--- src/rtl/uart_rx_loader.sv ---
// Serial byte receiver that stores each good frame into memory at an auto-incrementing
// address and flags done after LOAD_BYTES bytes. Define UART_RX_PARITY_EN for 8E1 framing.
module uart_rx_loader #(
   parameter int CLKS_PER_BIT = 434,
   parameter int ADDR_W       = 8,
   parameter int LOAD_BYTES   = 256
) (
   input  logic              clk,
   input  logic              reset,
   input  logic              enable,
   input  logic              rx,
   output logic              mem_wr_en,
   output logic [ADDR_W-1:0] mem_addr,
   output logic [7:0]        mem_data,
   output logic              busy,
   output logic              done,
   output logic              frame_err,
   output logic              parity_err
);

   localparam int CNT_W = $clog2(CLKS_PER_BIT);
   localparam logic [CNT_W-1:0]  CNT_HALF = CNT_W'(CLKS_PER_BIT / 2 - 1);
   localparam logic [CNT_W-1:0]  CNT_FULL = CNT_W'(CLKS_PER_BIT - 1);
   localparam logic [ADDR_W-1:0] PTR_LAST = ADDR_W'(LOAD_BYTES - 1);

`ifdef UART_RX_PARITY_EN
   typedef enum logic [2:0] {S_IDLE, S_START, S_DATA, S_PARITY, S_STOP} state_t;
`else
   typedef enum logic [2:0] {S_IDLE, S_START, S_DATA, S_STOP} state_t;
`endif

   state_t              state_q, state_d;
   logic                sync1_q, rxs_q;
   logic [CNT_W-1:0]    cnt_q, cnt_d;
   logic [2:0]          bit_q, bit_d;
   logic [7:0]          shift_q, shift_d;
   logic                armed_q, armed_d;
   logic [ADDR_W-1:0]   ptr_q, ptr_d;
   logic                done_q, done_d;
   logic                wr_q, wr_d;
   logic [7:0]          data_q, data_d;
   logic                ferr_q, ferr_d;
   logic                par_bad;
`ifdef UART_RX_PARITY_EN
   logic                par_bad_q, par_bad_d;
   logic                perr_q, perr_d;
   assign par_bad = par_bad_q;
`else
   assign par_bad = 1'b0;
`endif

   // Two-flop synchronizer; idles high so reset never looks like a start bit.
   always_ff @(posedge clk) begin
      if (reset) begin
         sync1_q <= 1'b1;
         rxs_q   <= 1'b1;
      end else begin
         sync1_q <= rx;
         rxs_q   <= sync1_q;
      end
   end

   always_comb begin
      state_d = state_q;
      cnt_d   = cnt_q + 1'b1;
      bit_d   = bit_q;
      shift_d = shift_q;
      armed_d = armed_q;
      ptr_d   = ptr_q;
      done_d  = done_q;
      wr_d    = 1'b0;
      data_d  = data_q;
      ferr_d  = 1'b0;
`ifdef UART_RX_PARITY_EN
      par_bad_d = par_bad_q;
      perr_d    = 1'b0;
`endif
      // The pointer advances on the edge after a write unless that write was the last one.
      if (wr_q && !done_q) begin
         ptr_d = ptr_q + 1'b1;
      end

      case (state_q)
         S_IDLE: begin
            cnt_d = '0;
            if (rxs_q) begin
               armed_d = 1'b1;
            end
            if (armed_q && !rxs_q && !done_q) begin
               state_d = S_START;
            end
         end
         S_START: begin
            if (cnt_q == CNT_HALF) begin
               cnt_d   = '0;
               bit_d   = '0;
               state_d = rxs_q ? S_IDLE : S_DATA;
            end
         end
         S_DATA: begin
            if (cnt_q == CNT_FULL) begin
               cnt_d   = '0;
               shift_d = {rxs_q, shift_q[7:1]};
               bit_d   = bit_q + 1'b1;
               if (bit_q == 3'd7) begin
`ifdef UART_RX_PARITY_EN
                  state_d = S_PARITY;
`else
                  state_d = S_STOP;
`endif
               end
            end
         end
`ifdef UART_RX_PARITY_EN
         S_PARITY: begin
            if (cnt_q == CNT_FULL) begin
               cnt_d     = '0;
               par_bad_d = rxs_q ^ (^shift_q);
               state_d   = S_STOP;
            end
         end
`endif
         S_STOP: begin
            if (cnt_q == CNT_FULL) begin
               cnt_d   = '0;
               state_d = S_IDLE;
               armed_d = 1'b0;
               ferr_d  = !rxs_q;
`ifdef UART_RX_PARITY_EN
               perr_d  = par_bad_q;
`endif
               if (rxs_q && !par_bad && !done_q) begin
                  wr_d   = 1'b1;
                  data_d = shift_q;
                  if (ptr_q == PTR_LAST) begin
                     done_d = 1'b1;
                  end
               end
            end
         end
         default: begin
            state_d = S_IDLE;
         end
      endcase

      // Leaving load mode restarts the load from address 0 and drops any pending strobe.
      if (!enable) begin
         state_d = S_IDLE;
         cnt_d   = '0;
         bit_d   = '0;
         armed_d = 1'b0;
         ptr_d   = '0;
         done_d  = 1'b0;
         wr_d    = 1'b0;
         ferr_d  = 1'b0;
`ifdef UART_RX_PARITY_EN
         perr_d  = 1'b0;
`endif
      end
   end

   always_ff @(posedge clk) begin
      if (reset) begin
         state_q <= S_IDLE;
         cnt_q   <= '0;
         bit_q   <= '0;
         shift_q <= '0;
         armed_q <= 1'b0;
         ptr_q   <= '0;
         done_q  <= 1'b0;
         wr_q    <= 1'b0;
         data_q  <= '0;
         ferr_q  <= 1'b0;
`ifdef UART_RX_PARITY_EN
         par_bad_q <= 1'b0;
         perr_q    <= 1'b0;
`endif
      end else begin
         state_q <= state_d;
         cnt_q   <= cnt_d;
         bit_q   <= bit_d;
         shift_q <= shift_d;
         armed_q <= armed_d;
         ptr_q   <= ptr_d;
         done_q  <= done_d;
         wr_q    <= wr_d;
         data_q  <= data_d;
         ferr_q  <= ferr_d;
`ifdef UART_RX_PARITY_EN
         par_bad_q <= par_bad_d;
         perr_q    <= perr_d;
`endif
      end
   end

   assign mem_wr_en = wr_q;
   assign mem_addr  = ptr_q;
   assign mem_data  = data_q;
   assign busy      = (state_q != S_IDLE);
   assign done      = done_q;
   assign frame_err = ferr_q;
`ifdef UART_RX_PARITY_EN
   assign parity_err = perr_q;
`else
   assign parity_err = 1'b0;
`endif

endmodule

--- config.mk ---
export PLATFORM = sky130hd
export DESIGN_NAME = uart_rx_loader
export DESIGN_NICKNAME = d
export VERILOG_FILES = /design/src/rtl/uart_rx_loader.sv
export SDC_FILE = /design/constraint.sdc
export NUM_CORES = 1
export LEC_CHECK = 0
export CORE_MARGIN = 2
export CORE_UTILIZATION = 57
export DETAILED_ROUTE_END_ITERATION = 7
export PLACE_DENSITY = 0.85
export SYNTH_ARGS = -nofsm -noshare
export SYNTH_HDL_FRONTEND = slang
export SYNTH_SLANG_ARGS = --single-unit
--- constraint.sdc ---
create_clock -name clk -period 3.1 [get_ports clk]
set_input_delay 0.62 -clock clk [delete_from_list [all_inputs] [get_ports clk]]
set_output_delay 0.62 -clock clk [all_outputs]
set_load 0.005 [all_outputs]
# [After elaboration in Yosys (flattened, before gate mapping)]
# Index checks and enable logic that the tools add are counted.
[op_classes] addsub=3 eq_ne=13 mux=17 n_bitwise=3 n_reduce_logical=19
[op_table] op="one-hot mux 9 bit (3 select lines)" n=1
[op_table] op="2-to-1 mux 3 bit" n=7
[op_table] op="2-to-1 mux 9 bit" n=2
[op_table] op="inequality test 2 bit, second input constant" n=6
[op_table] op="one-hot mux 3 bit (4 select lines)" n=1
[op_table] op="adder 9 x 1 -> 9 bit, second input constant" n=1
[op_table] op="== test 9 x 8 -> 1 bit, second input constant" n=1
[op_table] op="== test 9 bit, second input constant" n=1
[op_table] op="AND reduction 3 bit" n=3
[op_table] op="adder 8 x 1 -> 8 bit, second input constant" n=1
[op_table] op="== test 8 bit, second input constant" n=1
[op_table] op="== test 3 x 2 -> 1 bit, second input constant" n=2
[op_table] op="one-hot mux 3 bit (2 select lines)" n=1
[op_table] op="AND reduction 5 bit" n=1
[op_table] op="logical AND 1 bit" n=4
[op_table] op="AND reduction 4 bit" n=1
[op_table] op="nonzero test 2 bit" n=2
[op_table] op="OR reduction 2 bit" n=2
[op_table] op="OR reduction 4 bit" n=1
[op_table] op="adder 3 x 1 -> 3 bit, second input constant" n=1
[op_table] op="== test 3 x 1 -> 1 bit, second input constant" n=1
[op_table] op="== test 3 bit, second input constant" n=1
[op_table] op="logical NOT 3 bit" n=1
[op_table] op="2-to-1 mux 1 bit" n=3
[op_table] op="other kinds (6)" n=9
[totals] ff_bits=45

# [Depth between registers and ports, before layout]
# Gate-level depths: netlist (run 1).
[depth] ltp_word=5 depth_mapped=7

# [Least setup slack after synthesis (run 1)]
# Ideal clock, no wire load.
[synth_path] kind="register to register" from="reg cnt_q[1]" to="reg bit_q[1]" arrival_ps=1439 required_time_ps=2985 setup_slack_ps=1546 stages_incl_launch_ff=8 path_buffers=1 cell_sequence="dfxtp_1 -> inv_1 -> ha_1 -> and4b_1 -> and4b_4 -> buf_8 -> and3_1 -> a31o_1"
[synth_via] elab_chain_len=3 word_cells_on_any_way=5
[synth_lines] element="start, declared" line_no="34" text="logic [CNT_W-1:0] cnt_q, cnt_d;"
[synth_lines] element="start signal, assigned" line_no="180" text="cnt_q <= cnt_d;"
[synth_lines] element="== test 9 bit or == test 9 x 8 -> 1 bit (tied branches)" line_no="101, 94"
[synth_lines] element="inequality test 2 bit (no line)"
[synth_lines] element="AND reduction 3 bit (no line) *"
[synth_lines] element="end signal, assigned" line_no="181" text="bit_q <= bit_d;"
[synth_lines] element="end, declared" line_no="35" text="logic [2:0] bit_q, bit_d;"
# Every way passes the cells marked *; elsewhere a longest branch is shown, timed or not.
# A chain may end at the register's enable or synchronous reset.

# [Final worst setup path (run 1)]
[layout_path] from="reg state_q[1]" to="out busy"
[layout_via] elab_chain_len=1
[layout_lines] element="start, declared" line_no="32" text="state_t state_q, state_d;"
[layout_lines] element="start signal, assigned" line_no="179" text="state_q <= state_d;"
[layout_lines] element="nonzero test 3 bit" line_no="199" text="assign busy = (state_q != S_IDLE);"
[layout_lines] element="end, declared" line_no="15" text="output logic busy,"
# Every way passes these cells.

==> results of run 1 <==
## through the flow
step	cell area, sq um	util, %	std cells	power [mW]	worst slack [ns]
finish	2130	69.7	254	0.849	0.968
detailed placement	2080	68.1	247	0.599	0.850
global placement	2080	68.1	247	0.597	0.970
global route	2130	69.7	254	0.883	0.873
floorplan	1840	-	189	0.592	1.55
CTS	2130	69.7	254	0.853	0.964
## cells in the final DEF, fill, tap and decap left out, types with 2 or more instances in the layout
| cell type | Yosys | final |
|---|---|---|
| or2_2 | 2 | 2 |
| nand2_1 | 5 | 5 |
| and3_1 | 5 | 5 |
| nand4_1 | 8 | 8 |
| xnor2_1 | 4 | 4 |
| ha_1 | 6 | 6 |
| nor4b_1 | 2 | 2 |
| nor2_1 | 39 | 39 |
| nor2b_1 | 3 | 3 |
| clkbuf_4 | 0 | 5 |
| a31o_1 | 2 | 2 |
| nor3_1 | 2 | 2 |
| nand3_1 | 4 | 4 |
| nand2b_1 | 2 | 2 |
| inv_1 | 4 | 4 |
| clkdlybuf4s50_1 | 0 | 23 |
| dfxtp_1 | 44 | 44 |
| xor2_1 | 10 | 10 |
| a21oi_1 | 3 | 3 |
| mux2i_1 | 17 | 17 |
## cell type report
class	instances	area, sq um
fillers	250	925
clock buffers	5	37.5
well taps	44	55.1
inverters	4	15.0
flip-flops and latches	44	881
repair buffers	24	238
clock inverters	2	12.5
multi-input cells	131	890
## worst max-delay path, stage by stage, from the launching register on
cell and delay, ns:
dfxtp_1 0.50, nor2_1 0.11, inv_1 0.06, clkdlybuf4s50_1 0.48
## layer usage
| layer | vias to the layer above | track usage (%) | part of all wire, % |
|---|---|---|---|
| met5 | - | 0 | 0 |
| met1 | 662 | 25.2 | 45 |
| met2 | 35 | 32.6 | 48 |
| met4 | 0 | 9.63 | 1.7 |
| met3 | 8 | 9.38 | 5.2 |
| li1 | 683 | - | - |
## logic make-up after synthesis
family / after synthesis / share of synthesized area [%]
AO/OA/AOI/OAI: 12 / 4.69
XOR/XNOR: 14 / 6.67
adder cells (fa/ha/maj): 6 / 4.08
buffers and inverters: 14 / 3.74
flip-flops: 44 / 47.9
multiplexers: 17 / 9.25
other: 1 / 0.204
AND/OR/NAND/NOR: 81 / 23.5
## registers in the layout (all words and copies together) (netlist names)
name and flops:
cnt_q 9, mem_addr 8, mem_data 8, shift_q 8, bit_q 3, state_q 2
armed_q 1, done 1, frame_err 1, mem_wr_en 1, rxs_q 1, sync1_q 1
## how the worst min path moves through the flow
stage	slack (ns)	end	cells past startpoint	from
finish	0.43	rxs_q$_SDFF_PP1_	1	sync1_q$_SDFF_PP1_
global route	0.44	rxs_q$_SDFF_PP1_	1	sync1_q$_SDFF_PP1_
CTS	0.43	rxs_q$_SDFF_PP1_	1	sync1_q$_SDFF_PP1_
detailed placement	0.40	rxs_q$_SDFF_PP1_	1	sync1_q$_SDFF_PP1_
global placement	0.39	rxs_q$_SDFF_PP1_	1	sync1_q$_SDFF_PP1_
floorplan	0.39	rxs_q$_SDFF_PP1_	1	sync1_q$_SDFF_PP1_
## power by group through the flow
stage / clock network (mW) / registers, mW / logic [mW]
after CTS: 0.267 / 0.569 / 0.0169
after floorplan: 0 / 0.581 / 0.0114
after detailed placement: 0 / 0.582 / 0.0169
final: 0.264 / 0.569 / 0.0167
after global routing: 0.295 / 0.570 / 0.0185
after global placement: 0 / 0.582 / 0.0157
==> key figures, run 1 <==
Run status
  – Status: finished clean

Clock tree
  – Clk buf depth: 2
  – Post-CTS Resized: 0
  – Latest clock arrival within the worst-skew pair: between 0.3 and 0.4 ns
  – Clock buffer count from CTS: 5
  – CTS root buffer: clkbuf_4
  – Clk sinks: 44
  – CTS tree: built
  – Htree depth: 2
  – Worst-path clk slew: between 0.1 and 0.15 ns
  – Post-CTS Setup Inserts: 0
  – Cts hold-fix bufs: 0

Logic synthesis
  – Synth top area share: a little under half
  – Synth cell count leaders: dfxtp_1 (44), nor2_1 (39), mux2i_1 (17), xor2_1 (10), nand4_1 (8)
  – Syn Area/Cell: 9.73 sq um
  – Distinct cells, synth: 39
  – Ranking of synthesized cells by area: dfxtp_1 (48%), mux2i_1 (9.3%), nor2_1 (8.0%)
  – Mapped Area: roughly 1800 sq um
  – Mapped Cells: roughly 190
  – Synth warnings: 0
  – Syn Nets: just under 200
  – Number of synthesized flops with an enable pin: 0
  – Yosys reg bits: 44
  – Synth area leader: dfxtp_1
  – Asr flop ratio synth: 0%
  – Seq/Total Area, Yosys: around 48%
  – Top-count cell post-synth: dfxtp_1
  – Top FF cell, synth: dfxtp_1

Routing
  – Drt pass-1 iters: 4
  – Via/cell ratio: ~5.5
  – Vias: about 1400
  – Wire length per cell: between 10 and 15 um
  – Starting DRC count in detailed routing: 111
  – Drc violations: 0
  – Drt total wl: 3470 um
  – Post-DRT Antenna Nets: 0

STA
  – Fin Setup TNS: 0 ns
  – Max-slew violations: 0
  – RSZ-0062 raised after global routing: false
  – Final hold violation count: 0
  – Final worst-path cycle share: between 60% and 70%
  – Final setup viols: 0
  – Fmax: 469 MHz
  – Worst Max-Slew Pin Slew: approximately 0.62 ns
  – Post-layout minimum cycle time: 2.13 ns
  – Clock Skew: between 0.005 and 0.006 ns
  – WHS: 0.427 ns
  – Max-slew headroom: about 58%

Floorplan
  – Die height: roughly 61 um
  – Initial Util: 60.2%
  – Core area: about 3100 sq um
  – Die X: 60.8 um
  – Row cnt: 20
  – Die Footprint: 3700 sq um
  – IO Pins: 25

Power
  – Combinational share of power: roughly 2%
  – PD cells: 399 nW/um^2
  – Int Power: 0.657 mW
  – Sequential power share: approximately two thirds
  – Clock power frac: 31.0%
  – Switching pwr: 0.192 mW
  – LEAKAGE: around 0.8 nW
  – Peak supply drop: about 0.32 mV
  – Switching share of power: 22.6%

Place
  – RePlAce Congestion: 0.744
  – Port-buffer cells: 23
  – Post-detail-place hpwl: 2490 um

Setup path
  – R2r setup slk: between 1 and 1.5 ns
  – Worst reg2reg path depth: 5
  – Crit path launch type: register
  – Crit Path Category: reg -> out
  – CP Max Fanout: 10
  – RR Endpoint: mem_data[0]$_SDFFE_PP0P_
  – WP data required: ~2.5 ns
  – Reg-to-reg startpoint: cnt_q[0]$_SDFF_PP0_
  – Crit path capture type: output port
  – Worst Setup EP: busy
  – Worst Path Arrival: approximately 1.5 ns
  – CP startpoint: state_q[1]$_SDFFE_PP0P_

Global routing
  – Total GRT Usage: a little over a fifth
  – Initial antenna violation count: 0
  – Vias in the first global route: 1309
  – Largest net degree at the start of global routing: 15
  – Global-route wire length before repair: 5620 um
  – Total gr overflow: 0

Layout
  – ANT cells: 0
  – Layout cells sized above 1: about 7.6%
  – Final net count: 220
  – Area Growth Syn to Fin: 15.7%

Min path
  – Worst hold path class: reg -> reg

Job
  – Max-cap violations: 0
No activity file was read; power rests on OpenSTA's default activity.
==> run 2, diff against run 1 <==
CORE_UTILIZATION = 48   (was 57)
PLACE_DENSITY = 0.77   (was 0.85)
clock period = 1.8 ns   (was 3.1 ns; I/O delays follow)
==> key figures, run 2 (synthesis gave the netlist of run 1 again) <==
Layout
  – Most common cell after layout, fill and taps aside: dfxtp_1
  – Area Growth Syn to Fin: 20.2%
  – Final net count: 225 (+2.3%)
  – Biggest register: cnt_q
  – FILL cells: 317 (+27%)
  – ANT cells: 0 (unchanged)
  – Most frequent cells in the layout: dfxtp_1 (42), nor2_1 (39), clkdlybuf4s50_1 (23), mux2i_1 (17), xor2_1 (10)
  – Layout cells sized above 1: 11.2% (+3.5 points)
  – Largest register FFs: 9 (unchanged)

Global routing
  – Vias in the first global route: 1333 (+1.8%)
  – Total gr overflow: 0 (unchanged)
  – Global-route wire length before repair: 5550 um (-1.4%)
  – Largest net degree at the start of global routing: 19 (+4)
  – Initial antenna violation count: 0 (unchanged)
  – Total GRT Usage: 16.6% (-4.5 points)

Floorplan
  – Initial Util: 50.2% (-10 points)
  – Core area: 3660 sq um (+20%)
  – Die Footprint: 4340 sq um (+17%)
  – Die height: 65.9 um (+8.4%)
  – Die X: 65.9 um (+8.4%)
  – IO Pins: 25 (unchanged)
  – Row cnt: 22 (+10%)

Power
  – PD cells: 721 nW/um^2 (+81%)
  – Peak supply drop: 0.594 mV (+84%)
  – LEAKAGE: 0.857 nW (+5.1%)

Place
  – Port-buffer cells: 23 (unchanged)
  – Pre-CTS setup slack: 0.105 ns (-0.745 ns)
  – RePlAce Congestion: 0.785 (+5.5%)
  – Post-detail-place hpwl: 2250 um (-9.7%)

STA
  – Post-layout minimum cycle time: around 1.7 ns
  – RSZ-0062 raised after global routing: false
  – Final worst-path cycle share: 96.2%
  – Max-slew headroom: 61.8% (+3.4 points)
  – Final hold violation count: 0 (unchanged)
  – Final Worst Setup Slack: 0.0690 ns (-0.899 ns)
  – Final setup viols: 0 (unchanged)
  – Worst Max-Slew Pin Slew: 0.572 ns (-0.0508 ns)
  – Fin Setup TNS: 0 ns (unchanged)
  – Clock Skew: 0.00448 ns (-0.000535 ns)
  – Max-slew violations: 0 (unchanged)
  – Fmax: approximately 580 MHz

Clock tree
  – Post-CTS Resized: 1 (+1)
  – Clk sinks: 44 (unchanged)
  – Worst-path clk slew: 0.08 ns (-0.04 ns)
  – Clock buffer count from CTS: 5 (unchanged)
  – CTS root buffer: clkbuf_8
  – Cts hold-fix bufs: 0 (unchanged)
  – Htree depth: 2 (unchanged)
  – Latest clock arrival within the worst-skew pair: 0.29 ns (-0.07 ns)
  – CTS tree: built
  – Post-CTS Setup Inserts: 0 (unchanged)
  – Clk buf depth: 2 (unchanged)

Setup path
  – CP Max Fanout: 12 (+2)
  – Crit path capture type: register
  – Worst Path Arrival: 1.92 ns (+0.41 ns)
  – WP data required: 1.99 ns (-0.49 ns)
  – Crit path launch type: register
  – Crit Path Category: reg -> reg

Routing
  – Via/cell ratio: 5.11 (-6.4%)
  – Vias: 1345 (-3.1%)
  – Drt pass-1 iters: 6 (+2)
  – Starting DRC count in detailed routing: 50 (-55%)
  – Wire length per cell: 12.4 um (-9.3%)
  – Drc violations: 0 (unchanged)
  – Drt total wl: 3260 um (-6.0%)
  – Post-DRT Antenna Nets: 0 (unchanged)

Run status
  – Status: finished clean

Job
  – Max-cap violations: 0 (unchanged)

Min path
  – Worst hold path class: reg -> reg
==> run 2: cell type report <==
class,count,area (sq um),share of cell area (%)
well taps,48,60.1,2.72
clock inverters,2,12.5,0.566
inverters,4,15.0,0.679
repair buffers,29,275,12.5
multi-input cells,131,896,40.5
clock buffers,5,68.8,3.11
flip-flops and latches,44,883,40.0
==> run 2: final timing paths <==
kind,from,to,slack (ns),cells after the start
hold reg to reg,sync1_q$_SDFF_PP1_,rxs_q$_SDFF_PP1_,0.43,1
hold / removal,sync1_q$_SDFF_PP1_,rxs_q$_SDFF_PP1_,0.43,1
setup reg to reg,cnt_q[0]$_SDFF_PP0_,bit_q[2]$_SDFFE_PP0P_,0.07,5
setup / recovery,cnt_q[0]$_SDFF_PP0_,bit_q[2]$_SDFFE_PP0P_,0.07,5
==> run 2: layer usage <==
layer / up-vias / routed length [um] / track usage (%)
met1: 635 / 1530 / 19.7
met2: 18 / 1570 / 27.0
li1: 687 / - / -
met3: 5 / 102 / 4.26
met4: 0 / 57 / 9.11
met5: - / 0 / 0
==> run 2: worst max-delay path, stage by stage (launching register included) <==
cell and delay (ns):
dfxtp_1 0.40, ha_1 0.17, and4b_1 0.29, and4b_4 0.40, nor2b_1 0.12, a31o_2 0.25
==> run 2: metrics by stage <==
| step | cell area [sq um] | utilization [%] | power (mW) | cells | hold slack (ns) |
|---|---|---|---|---|---|
| floorplan | 1840 | - | 1.02 | 189 | 0.389 |
| global placement | 2120 | 57.9 | 1.03 | 256 | 0.392 |
| detailed placement | 2120 | 57.9 | 1.03 | 256 | 0.412 |
| CTS | 2200 | 60.2 | 1.62 | 263 | 0.431 |
| global route | 2210 | 60.4 | 1.67 | 263 | 0.450 |
| finish | 2210 | 60.4 | 1.60 | 263 | 0.426 |
==> run 2: where the power goes <==
group          switching (mW)  total [mW]  leakage (nW)  internal, mW
clock                   0.322       0.584        0.0400         0.263
sequential            0.00282       0.979         0.356         0.976
combinational          0.0170      0.0320         0.461        0.0150
